`src/rtl/uart_rx_fifo.sv`:
```
// rtl/uart_rx_fifo.sv - first-word-fall-through byte FIFO behind a UART receiver, sticky overflow.
// Optional build macro UART_RX_FIFO_ERR_DROP_EN: discard framing-error bytes instead of storing them.
module uart_rx_fifo #(
  parameter int DEPTH = 16
) (
  input  logic                       clk,
  input  logic                       rstN,
  input  logic                       rxDone,
  input  logic                       rxErr,
  input  logic [7:0]                 rxByte,
  input  logic                       outReady,
  output logic                       outValid,
  output logic [7:0]                 outData,
  output logic                       outErr,
  output logic [$clog2(DEPTH):0]     count,
  output logic                       full,
  output logic                       overflow,
  input  logic                       clrOverflow
);

  localparam int AW = $clog2(DEPTH);
  localparam int CW = AW + 1;
  localparam logic [CW-1:0] FULL_CNT = CW'(DEPTH);

`ifdef UART_RX_FIFO_ERR_DROP_EN
  localparam int DW = 8;
`else
  localparam int DW = 9;
`endif

  logic [DW-1:0] r_mem [DEPTH];
  logic [AW-1:0] r_wr_ptr;
  logic [AW-1:0] r_rd_ptr;
  logic [CW-1:0] r_count;
  logic          r_rx_done_prev;
  logic          r_overflow;

  logic          w_wr_strobe;
  logic          w_accept;
  logic          w_full;
  logic          w_empty;
  logic          w_pop;
  logic          w_write;
  logic          w_ovf;
  logic [DW-1:0] w_wr_data;
  logic [DW-1:0] w_head;

  assign w_wr_strobe = rxDone & ~r_rx_done_prev;
  assign w_full      = (r_count == FULL_CNT);
  assign w_empty     = (r_count == '0);
  assign w_pop       = ~w_empty & outReady;

`ifdef UART_RX_FIFO_ERR_DROP_EN
  // Errored bytes vanish entirely: no store, no overflow contribution.
  assign w_accept  = w_wr_strobe & ~rxErr;
  assign w_wr_data = rxByte;
`else
  assign w_accept  = w_wr_strobe;
  assign w_wr_data = {rxErr, rxByte};
`endif

  // A pop on the same edge frees the slot, so a full FIFO can still take the byte.
  assign w_write = w_accept & (~w_full | w_pop);
  assign w_ovf   = w_accept & w_full & ~w_pop;

  always_ff @(posedge clk) begin
    if (w_write) begin
      r_mem[r_wr_ptr] <= w_wr_data;
    end
  end

  always_ff @(posedge clk or negedge rstN) begin
    if (!rstN) begin
      r_wr_ptr       <= '0;
      r_rd_ptr       <= '0;
      r_count        <= '0;
      r_rx_done_prev <= 1'b0;
      r_overflow     <= 1'b0;
    end else begin
      r_rx_done_prev <= rxDone;
      if (w_write) begin
        r_wr_ptr <= r_wr_ptr + AW'(1);
      end
      if (w_pop) begin
        r_rd_ptr <= r_rd_ptr + AW'(1);
      end
      case ({w_write, w_pop})
        2'b10:   r_count <= r_count + CW'(1);
        2'b01:   r_count <= r_count - CW'(1);
        default: r_count <= r_count;
      endcase
      if (w_ovf) begin
        r_overflow <= 1'b1;
      end else if (clrOverflow) begin
        r_overflow <= 1'b0;
      end
    end
  end

  assign w_head   = r_mem[r_rd_ptr];
  assign outValid = ~w_empty;
  assign outData  = w_head[7:0];
`ifdef UART_RX_FIFO_ERR_DROP_EN
  assign outErr   = 1'b0;
`else
  assign outErr   = w_head[8];
`endif
  assign count    = r_count;
  assign full     = w_full;
  assign overflow = r_overflow;

endmodule

```
`config.mk`:
```
export PLATFORM = sky130hd
export DESIGN_NAME = uart_rx_fifo
export DESIGN_NICKNAME = d
export VERILOG_FILES = /design/src/rtl/uart_rx_fifo.sv
export SDC_FILE = /design/constraint.sdc
export NUM_CORES = 1
export LEC_CHECK = 0
export CAP_MARGIN = 25
export CORE_ASPECT_RATIO = 0.6
export CORE_UTILIZATION = 40
export CTS_BUF_LIST = sky130_fd_sc_hd__clkbuf_8
export DETAILED_ROUTE_END_ITERATION = 16
export GPL_ROUTABILITY_DRIVEN = 0
export SYNTH_ARGS = -nofsm -noshare
export SYNTH_HDL_FRONTEND = slang
export SYNTH_SLANG_ARGS = --single-unit
```
`constraint.sdc`:
```
create_clock -name clk -period 3.55 [get_ports clk]
set_clock_uncertainty 0.15 [all_clocks]
set_input_delay 0.71 -clock clk [delete_from_list [all_inputs] [get_ports clk]]
set_output_delay 0.71 -clock clk [all_outputs]
set_load 0.03 [all_outputs]
```
Yosys cells after proc, flatten, opt, wreduce, memory -nomap -nowiden
Memories as Yosys holds them, arrays and structs flattened. Index checks and enable logic that the tools add are counted.

Add/sub/neg operators: 4. Equality and inequality tests: 3. Multiplexer cells: 5. Bitwise operators: 10. Reductions and logical operators: 3.

Operator list (count): 5-bit one-hot mux with 2 select lines (1); 4-bit by 1-bit adder with 4-bit output, second input constant (2); 5-bit by 1-bit adder with 5-bit output, second input constant (1); 1-bit AND (5); 5-bit == test, second input constant (1); 5-bit zero test (1); 5-bit by 1-bit subtractor with 5-bit output, second input constant (1); 1-bit 2-to-1 mux (4); 1-bit NOT (4); 2-bit nonzero test (2); 2-bit by 1-bit == test with 1-bit output, second input constant (1); 2-bit == test, second input constant (1); 1-bit OR (1).

Register bits: 15. Memory bits (writable): 144. Input port bits: 14. Output and inout bits: 17. Logic and storage cells: 31. Memories kept: 1.

Memories: r_mem (words 16, width 9, rd ports 1, clocked after Yosys merged registers in 0, write ports 1, line 31) `logic [DW-1:0] r_mem [DEPTH];`.

Longest topological paths before layout
Gate-level depths: netlist (run 1).

Depth in word-level cells: 7. Gate-level depth with buffers: 9. Gate-level depth less buffers: 8.

Least setup slack after synthesis (run 1)
No wires, ideal clock.

Kind: flip-flop to flip-flop. Start: register r_count[1] (netlist: count[1]). End: register r_count[2] (netlist: count[2]). Library setup time: 0.131 ns. Data arrival time: 2.447 ns. Required time: 3.269 ns. Path slack: 0.821 ns. Stages on the path, launching flop included: 10. Path buffers: 1. Period minus slack after synthesis: 2.729 ns. Path through: dfrtp_1 > or4_1 > buf_2 > o211ai_2 > inv_1 > ha_1 > xnor2_1 > nand2_1 > a21oi_1 > or3_1.

Cells in the longest elaborated chain, start to end: 7. Elaborated cells on any way between the ends: 13. Those cells by class: add/sub (2); eq/ne (3); mux (1); bitwise (5); reduce/logical (2).

Ends and longest elaborated chain: from (decl) (line 34) `logic [CW-1:0] r_count;`; from (signal assigned) (line 88) `2'b10: r_count <= r_count + CW'(1);`; from (signal assigned) (line 89) `2'b01: r_count <= r_count - CW'(1);`; from (signal assigned) (line 90) `default: r_count <= r_count;`; 5-bit zero test (line 50) `assign w_empty = (r_count == '0);`; 1-bit NOT (line 51) `assign w_pop = ~w_empty & outReady;`; 1-bit AND (line 51); 1-bit OR (line 63) `assign w_write = w_accept & (~w_full | w_pop);`; 1-bit AND (line 63); 2-bit by 1-bit == test with 1-bit output or 2-bit == test (tied branches) (line 87) `case ({w_write, w_pop})`; 5-bit one-hot mux with 2 select lines or 2-bit nonzero test (tied branches).

Parallel ways exist; a longest one is shown, timed or not. A chain may end at the register's enable or synchronous reset.

Final worst setup path (run 1)
Start: register r_rd_ptr[0]. End: output port outData[7].

Cells in the longest elaborated chain, start to end: 1.

Ends and longest elaborated chain: from (decl) (line 33) `logic [AW-1:0] r_rd_ptr;`; from (signal assigned) (line 85) `r_rd_ptr <= r_rd_ptr + AW'(1);`; memory 16 x 9 bit; to (decl) (line 13) `output logic [7:0] outData,`.

Every way passes these cells.

==> flow_summary.json, run 1 <==
{
  "critical_path.cell_chain": "buf_12, mux4_2, a22oi_1, nand2_1, dlymetal6s2s_1",
  "fin_crit_sh_pct": 88.89,
  "synth-async-reset-ratio_pct": 9.434,
  "finalHoldViolations": 0,
  "cap_violations": 0,
  "synth-edff-count": 144,
  "cts_buffer_depth": 2,
  "die_height_um": 100.4,
  "cts.sinks": 159,
  "leakage_uw": 0.002568,
  "crit_start": "r_rd_ptr[0]",
  "synthToLayoutAreaGrowth_pct": 15.84,
  "finalSetupViolCount": 0,
  "final.setup.tns_ps": 0,
  "synth.area.top_cells": "edfxtp_1 67%, mux4_2 13%, dfrtp_1 5.8%, a22oi_1 2.1%, ha_1 1.5%",
  "worstSetupPathType": "register to output port",
  "overflow": 0,
  "synth.avg_cell_area_um2": 18.67,
  "relSlewSlack_pct": 49.23,
  "drive_gt1_share_pct": 20.79,
  "core_area_um2": 15550,
  "netlist-cell-type-count": 41,
  "cts_tree": "yes",
  "root_buffer": "clkbuf_8",
  "endpoint_kind": "output port",
  "clk_latency_ps": 430,
  "power.density_nw_per_um2": 776.4,
  "start_util_pct": 41.55,
  "critPathMaxStageDelay_ps": 580,
  "hold_buffers": 0,
  "io-pin-count": 31,
  "rr_worst_depth": 8,
  "drt_iter0_markers": 376,
  "clkSlewWorstSetupHoldPaths_ps": 80,
  "dp_slack_ps": 416.2,
  "r2r-start": "count[1]",
  "max_slew.worst_pin.slew_ps": 759.2,
  "cp_max_fo": 27,
  "drt-total-wl_um": 14050,
  "synthSimpleGateAreaFrac_pct": 4.939,
  "worstPathRequired_ps": 2690,
  "wl_per_cell_um": 23.14,
  "grt_pass1_wl_um": 21070,
  "place_hpwl_um": 9370,
  "synth.mux.area_fraction_pct": 12.71,
  "die_x_um": 166.1,
  "cts.htree.levels": 4,
  "synth_top_area_share_pct": 66.94,
  "status": "finished with violations",
  "seq_area_frac_synth_pct": 72.75,
  "crit_buf_inv": 2,
  "final_nets": 415,
  "layout_min_cycle_time_ps": 3155,
  "max_freq_mhz": 316.9,
  "synth-seq-cells": 159,
  "n_antenna_cell": 0,
  "reg2reg_to": "count[4]",
  "fp.dieArea_um2": 16680,
  "cp.arrival_ps": 2300,
  "netlist_area_um2": 6460,
  "firstDrtPassIters": 10,
  "ant_nets": 0,
  "io_buffers": 30,
  "vias_per_cell": 5.496,
  "cp_slowest_cell": "mux4_2",
  "setup_ws_ps": 394.5,
  "netlist_instances": 346,
  "drt_drc_violations_left": 2,
  "num_vias": 3336,
  "rsz0062_at_grt": "false",
  "track_usage_pct": 18.19,
  "final_cell_mix": "144 x edfxtp_1, 36 x mux4_2, 23 x nand2_1, 21 x clkdlybuf4s50_1, 18 x a22oi_1",
  "violations": "DRC",
  "cp_top_family": "multiplexers",
  "min_path_type": "register to register",
  "synth_fp_nets": 369,
  "layout_commonest_cell": "edfxtp_1",
  "antenna_found_initial": 0,
  "yosys_warnings": 0,
  "post_cts_buffers": 0,
  "synth-xor-area-share_pct": 1.085,
  "critPathLaunchType": "register",
  "slew_viol_final": 0,
  "cts_made_buffers": 17,
  "peakVddDrop_uv": 257.4,
  "num_rows": 35,
  "grt_pass1_vias": 3281,
  "synth-adder-area-share_pct": 1.859,
  "synth_top_family_by_area": "multiplexers",
  "synth_compound_area_share_pct": 4.920,
  "ff2ff_setup_slack_ps": 640,
  "endpoint": "outData[7]",
  "synth_ff_type": "edfxtp_1",
  "path_depth": 5,
  "grt_max_degree": 40,
  "synth_top_area_cell": "edfxtp_1"
}
==> final cells by class <==
cell class,instances,area [um2]
Inverter,12,45.04
Fill cell,1260,8063
Sequential cell,159,4701
Multi-Input combinational cell,159,1648
Tap cell,203,254.0
Timing Repair Buffer,43,445.4
Clock inverter,14,156.4
Clock buffer,17,234.0
==> through the flow <==
stage	std cells	instance area (um2)	hold WS [ps]	total power, uW	util, %
5_1_grt	607	7483	429.6	6091	48.14
3_3_place_gp	576	7071	367.9	4524	45.48
2_1_floorplan	346	6460	264.4	3768	-
4_1_cts	607	7461	394.1	5871	47.99
3_5_place_dp	576	7071	382.3	4555	45.48
6_report	607	7483	388.7	5810	48.14
==> report_power, final <==
group | switching, uW | internal [uW]
sequential | 140 | 2200
clock | 697 | 635
combinational | 1210 | 930
==> worst min path at each step <==
stage | start | slack [ps] | to | cells after the start
floorplan | rstN | 260 | count[0] | 0
global placement | overflow | 370 | overflow | 2
detailed placement | overflow | 380 | overflow | 2
CTS | overflow | 390 | overflow | 2
global route | overflow | 430 | overflow | 2
finish | overflow | 390 | overflow | 2
==> metal layers <==
metal / up-vias / global-route usage (%) / routed length, um
met5: - / 0 / 0
met4: 0 / 4.529 / 78
met3: 6 / 5.284 / 970
met2: 106 / 23.21 / 5638
met1: 1750 / 29.53 / 7360
li1: 1474 / - / -
==> sequential cells by signal, summed over array words and instances, names as in the netlist <==
name and count:
r_wr_ptr 4, count 5, r_rx_done_prev 1, r_rd_ptr 4, overflow 1, r_mem 144
==> kinds of logic (layout without fill, tap and decap cells) <==
logic type | after synthesis | after routing
flops | 159 | 159
simple gates | 62 | 62
compound gates | 43 | 43
mux | 37 | 37
buf+inv | 28 | 86
fa+ha+maj | 9 | 9
xor+xnor | 8 | 8
==> synthesized netlist by cell type, drive strengths merged (3+ instances only) <==
| cell type | instances |
|---|---|
| a21oi | 6 |
| a22oi | 18 |
| and2 | 13 |
| buf | 7 |
| clkbuf | 9 |
| dfrtp | 15 |
| edfxtp | 144 |
| ha | 8 |
| inv | 12 |
| mux4 | 36 |
| nand2 | 23 |
| nand2b | 3 |
| nand3 | 3 |
| nor2 | 8 |
| nor2b | 3 |
| o21ai | 4 |
| xnor2 | 8 |
==> what timing repair did <==
action / 4_1_cts / 5_1_grt
endpoints found under the setup margin: 0 / 9
hold endpoints to repair: 0 / 0
resized for setup: 0 / 9
==> tightest hold or removal path: cells and delay by family (launching register included) <==
kind                   cells  cell delay, ps
flip-flops                 1             380
buffers and inverters      1              50
AO/OA/AOI/OAI              1              70
Note: power is estimated with default switching activity, not from simulation.
==> inputs of run 2 (changes only) <==
CORE_MARGIN = 2   (was default)
GPL_TIMING_DRIVEN = 0   (was default)
TNS_END_PERCENT = 30   (was default)
==> run 2 against run 1 <==
The flow now finishes without violations. First-iteration DRC count increased by 16%. Sequential cell count unchanged. Clock power increased by 4%. Power rose by 0.33%. Final cell count rose by 0.49%. Largest power group unchanged. Via count decreased by 0.78%.
==> flow_summary.json, run 2 (synthesis gave the netlist of run 1 again) <==
{
  "wl_per_cell_um": 22.80,
  "io-pin-count": 31,
  "clkSlewWorstSetupHoldPaths_ps": 90,
  "relSlewSlack_pct": 40.51,
  "crit_buf_inv": 3,
  "die_x_um": 168.1,
  "dp_cells": 578,
  "num_vias": 3310,
  "r2r-start": "count[1]",
  "worstPathRequired_ps": 2690,
  "io_buffers": 29,
  "grt_pass1_wl_um": 21400,
  "track_usage_pct": 17.56,
  "peakVddDrop_uv": 280.9,
  "num_rows": 35,
  "grt_pass1_vias": 3423,
  "synthToLayoutAreaGrowth_pct": 15.19,
  "cp_top_family": "buffers and inverters",
  "rsz0062_at_grt": "false",
  "overflow": 0,
  "ff2ff_setup_slack_ps": 610,
  "status": "finished clean",
  "cts_tree": "yes",
  "path_common_cell": "buf_6",
  "vias_per_cell": 5.426,
  "post_cts_buffers": 0,
  "largest_reg_flops": 144,
  "cp.arrival_ps": 2530,
  "critPathMaxStageDelay_ps": 570,
  "clockPowerShare_pct": 23.7,
  "n_antenna_cell": 0,
  "firstDrtPassIters": 4,
  "p_int_uw": 3729,
  "regMostFlops": "r_mem",
  "hold_buffers": 0,
  "cts_buffer_depth": 2,
  "die_height_um": 102.4,
  "min_path_type": "register to register",
  "finalHoldViolations": 0,
  "stdcell_count": 610,
  "root_buffer": "clkbuf_8",
  "cts.sinks": 159,
  "critical_path.cell_chain": "buf_6, buf_6, mux4_2, a22oi_1, nand2_1, dlygate4sd2_1",
  "power.density_nw_per_um2": 783.5,
  "critPathLaunchType": "register",
  "switchingPower_uw": 2101,
  "cp_slowest_cell": "mux4_2",
  "drt_iter0_markers": 437,
  "slew_viol_final": 0,
  "max_slew.worst_pin.slew_ps": 889.0,
  "cp_max_fo": 10,
  "antenna_found_initial": 0,
  "min-delay-start": "r_rd_ptr[3]",
  "cts.htree.levels": 4,
  "fin_crit_sh_pct": 95.38,
  "drt_drc_violations_left": 0,
  "core_area_um2": 15590,
  "leakage_uw": 0.002470,
  "ant_nets": 0,
  "layout_commonest_cell": "edfxtp_1",
  "rr_worst_depth": 9,
  "cts_made_buffers": 17,
  "place_hpwl_um": 9286,
  "p_sw_share_pct": 36.03,
  "worstSetupPathType": "register to output port",
  "max_freq_mhz": 295.3,
  "min_to": "r_rd_ptr[3]",
  "final_nets": 417,
  "start_util_pct": 41.44,
  "grt_max_degree": 17,
  "finalSetupViolCount": 0,
  "pwr-share-comb_pct": 36.5,
  "p_seq_share_pct": 39.9,
  "reg2reg_to": "count[4]",
  "final_cell_mix": "144 x edfxtp_1, 36 x mux4_2, 23 x nand2_1, 20 x clkdlybuf4s50_1",
  "cap_violations": 0,
  "drive_gt1_share_pct": 20.88,
  "utilization_pct": 47.73,
  "endpoint_kind": "output port",
  "hold_depth": 1,
  "clk_latency_ps": 450,
  "fp.dieArea_um2": 17220,
  "layout_min_cycle_time_ps": 3386,
  "drt-total-wl_um": 13910
}
run 2: area by class of cell:
cell class	instances	area [um2]
fillers	1297	8149
flip-flops and latches	159	4700
multi-input cells	159	1653
repair buffers	29	275.3
well taps	203	254.0
clock buffers	17	234.0
clock inverters	15	181.4
plain buffers	16	98.84
inverters	12	45.04
run 2: worst max path at each step:
stage	end	slack [ps]	start	cells past startpoint
final	outData[7]	160	r_rd_ptr[0]	6
after global routing	outData[4]	50	r_rd_ptr[0]	6
after CTS	outData[1]	20	r_rd_ptr[0]	6
after detailed placement	outData[5]	-190	r_rd_ptr[1]	6
after global placement	outData[1]	-210	r_rd_ptr[1]	6
after floorplan	count[2]	820	count[1]	9
run 2: power by group through the flow:
stage | Combinational, uW | Clock [uW] | Sequential, uW
floorplan | 1380 | 0 | 2380
global placement | 2150 | 0 | 2350
detailed placement | 2180 | 0 | 2360
CTS | 2140 | 1400 | 2320
global route | 2300 | 1470 | 2340
finish | 2130 | 1380 | 2320
run 2: stage by stage:
stage	total power [uW]	setup TNS, ps	worst slack, ps	hold WS, ps	instance area (um2)
after floorplan	3768	0	821.4	264.4	6460
after global placement	4504	-1382	-210.3	365.7	7004
after detailed placement	4540	-1166	-187.5	373.4	7004
after CTS	5861	0	16.55	383.8	7433
after global routing	6114	0	54.63	414.6	7441
final	5830	0	163.9	383.4	7441
run 2: worst reg2reg max path: cells and delay by family (launching register included):
| family | cells | cell delay, ps |
|---|---|---|
| buffers and inverters | 2 | 320 |
| adders and majority gates | 1 | 350 |
| DFF | 1 | 480 |
| and+or+nand+nor | 2 | 640 |
| AOI/OAI and AO/OA | 4 | 920 |
run 2: layer usage:
metal / up-vias / global-route usage (%) / wire length (um)
met3: 16 / 3.021 / 975
met4: 0 / 5.371 / 155
met2: 89 / 24.19 / 5802
met5: - / 0 / 0
li1: 1483 / - / -
met1: 1722 / 28.35 / 6977
run 2: repair_timing:
action                                  4_1_cts  5_1_grt
endpoints found under the setup margin        9        3
resized for setup                            20        6
pin swaps                                     0        0
gates cloned                                  0        0
==> inputs of run 3 (changes only) <==
SKIP_LAST_GASP = 1   (was default)
==> run 3 against run 2 <==
Non-clock buffer count unchanged. Global-route usage barely moved. Wire length is 0.47% lower. Die area did not move. Final cell count stayed put. The flow now finishes with violations (setup timing). Sequential cell count unchanged. Sequential power about the same. Combinational power hardly changed. Largest power group unchanged. Register-to-register slack about the same. Core utilization is the same.
==> flow_summary.json, run 3 (synthesis gave the netlist of run 1 again) <==
{
  "status": "finished with violations",
  "violations": "setup timing",
  "leakage_uw": 0.002468,
  "overflow": 0,
  "layout_min_cycle_time_ps": 3629,
  "cts_made_buffers": 17,
  "dp_cells": 578,
  "drt_iter0_markers": 419,
  "cts_tree": "yes",
  "root_buffer": "clkbuf_8",
  "clkSlewWorstSetupHoldPaths_ps": 90,
  "place_hpwl_um": 9286,
  "max_freq_mhz": 275.6,
  "min_path_type": "register to register",
  "grt_use_met2_pct": 24.16,
  "wl_per_cell_um": 22.70,
  "reg2reg_to": "count[4]",
  "cts_buffer_depth": 2,
  "grt_pass1_vias": 3420,
  "use_met3_pct": 2.982,
  "start_util_pct": 41.44,
  "grt_use_met1_pct": 28.35,
  "core_area_um2": 15590,
  "track_usage_pct": 17.54,
  "post_cts_buffers": 0,
  "crit_buf_inv": 3,
  "drt-total-wl_um": 13850,
  "final_cell_mix": "144 x edfxtp_1, 36 x mux4_2, 25 x clkdlybuf4s50_1, 23 x nand2_1, 18 x a22oi_1",
  "n_antenna_cell": 0,
  "die_x_um": 168.1,
  "relSlewSlack_pct": 41.41,
  "setup_ws_ps": -79.07,
  "num_vias": 3298,
  "cp_max_fo": 10,
  "worstSetupPathType": "register to output port",
  "num_rows": 35,
  "firstDrtPassIters": 5,
  "finalHoldViolations": 0,
  "slew_viol_final": 0,
  "regArea_um2": 4700,
  "grt_pass1_wl_um": 21380,
  "largest_reg_flops": 144,
  "cts.htree.levels": 4,
  "busiest_layer": "met1",
  "cap_violations": 0,
  "power.density_nw_per_um2": 786.4,
  "critPathMaxStageDelay_ps": 600,
  "fp.dieArea_um2": 17220,
  "finalSetupViolCount": 5,
  "ant_nets": 0,
  "fill_cells": 1298,
  "layout_commonest_cell": "edfxtp_1",
  "synthToLayoutAreaGrowth_pct": 15.19,
  "ff2ff_setup_slack_ps": 620,
  "vias_per_cell": 5.407,
  "hold_depth": 1,
  "rsz0062_at_grt": "true",
  "cp_top_family": "buffers and inverters",
  "critPathLaunchType": "register",
  "stdcell_count": 610,
  "clk_latency_ps": 440,
  "rr_worst_depth": 9,
  "min-delay-start": "r_rd_ptr[3]",
  "hold_buffers": 0,
  "worstPathRequired_ps": 2690,
  "max_slew.worst_pin.slew_ps": 875.6,
  "hold_ws_ps": 382.7,
  "fin_crit_sh_pct": 102.2,
  "drive_gt1_share_pct": 20.39,
  "regMostFlops": "r_mem",
  "die_height_um": 102.4,
  "final_nets": 417,
  "endpoint_kind": "output port",
  "r2r-start": "count[1]",
  "cp_slowest_cell": "clkdlybuf4s50_1",
  "cts.sinks": 159,
  "io-pin-count": 31,
  "critical_path.cell_chain": "buf_4, buf_6, mux4_2, a22oi_1, nand2_1, clkdlybuf4s50_1",
  "peakVddDrop_uv": 281.7,
  "cp.arrival_ps": 2770,
  "multiInputGateArea_um2": 1648,
  "min_to": "r_rd_ptr[3]",
  "io_buffers": 29,
  "grt_max_degree": 17,
  "antenna_found_initial": 0,
  "drt_drc_violations_left": 0
}
run 3: power by group:
part	leakage [uW]	internal, uW	switching [uW]
sequential	0.00148	2200	120
clock	0.000202	651	721
combinational	0.000788	912	1250
total	0.00247	3770	2090
run 3: per-stage QoR:
stage | utilization (%) | setup TNS (ps) | worst slack (ps) | total power, uW | area [um2]
2_1_floorplan | - | 0 | 821.4 | 3768 | 6460
5_1_grt | 47.73 | -1161 | -230.4 | 6146 | 7441
4_1_cts | 47.70 | -834.5 | -167.1 | 5904 | 7436
3_3_place_gp | 44.93 | -1382 | -210.3 | 4504 | 7004
6_report | 47.73 | -206.8 | -79.07 | 5852 | 7441
3_5_place_dp | 44.93 | -1166 | -187.5 | 4540 | 7004
run 3: what timing repair did:
item,4_1_cts,5_1_grt
endpoints found under the hold margin,0,0
gates resized for setup,12,3
gates cloned,0,0
setup endpoints to repair,9,9
run 3: worst reg2reg max path, stage by stage, from the launching register on:
cell       delay [ps]
dfrtp_1           480
or4_1             540
buf_2             180
o211ai_2          250
inv_1             130
ha_1              350
nand2b_1          100
a2111oi_0         370
a41oi_1           100
o22ai_1           190
run 3: per-layer routing:
metal / up-vias / share of wire (%)
met3: 8 / 8.8
met5: - / 0
met1: 1707 / 49
met2: 103 / 41
li1: 1480 / -
met4: 0 / 0.75
run 3: worst max path at each step:
stage	startpoint	end	slack [ps]	cells after the start
after floorplan	count[1]	count[2]	820	9
after global placement	r_rd_ptr[1]	outData[1]	-210	6
after detailed placement	r_rd_ptr[1]	outData[5]	-190	6
after CTS	r_rd_ptr[1]	outData[5]	-170	6
after global routing	r_rd_ptr[1]	outData[6]	-230	6
final	r_rd_ptr[0]	outData[5]	-80	6
run 3: cell type report:
class                   count  area share, %
plain buffers              16          1.211
clock buffers              17          3.144
clock inverters            15          2.438
inverters                  12         0.6053
multi-input cells         159          22.15
flip-flops and latches    159          63.16
well taps                 203          3.413
repair buffers             29          3.884
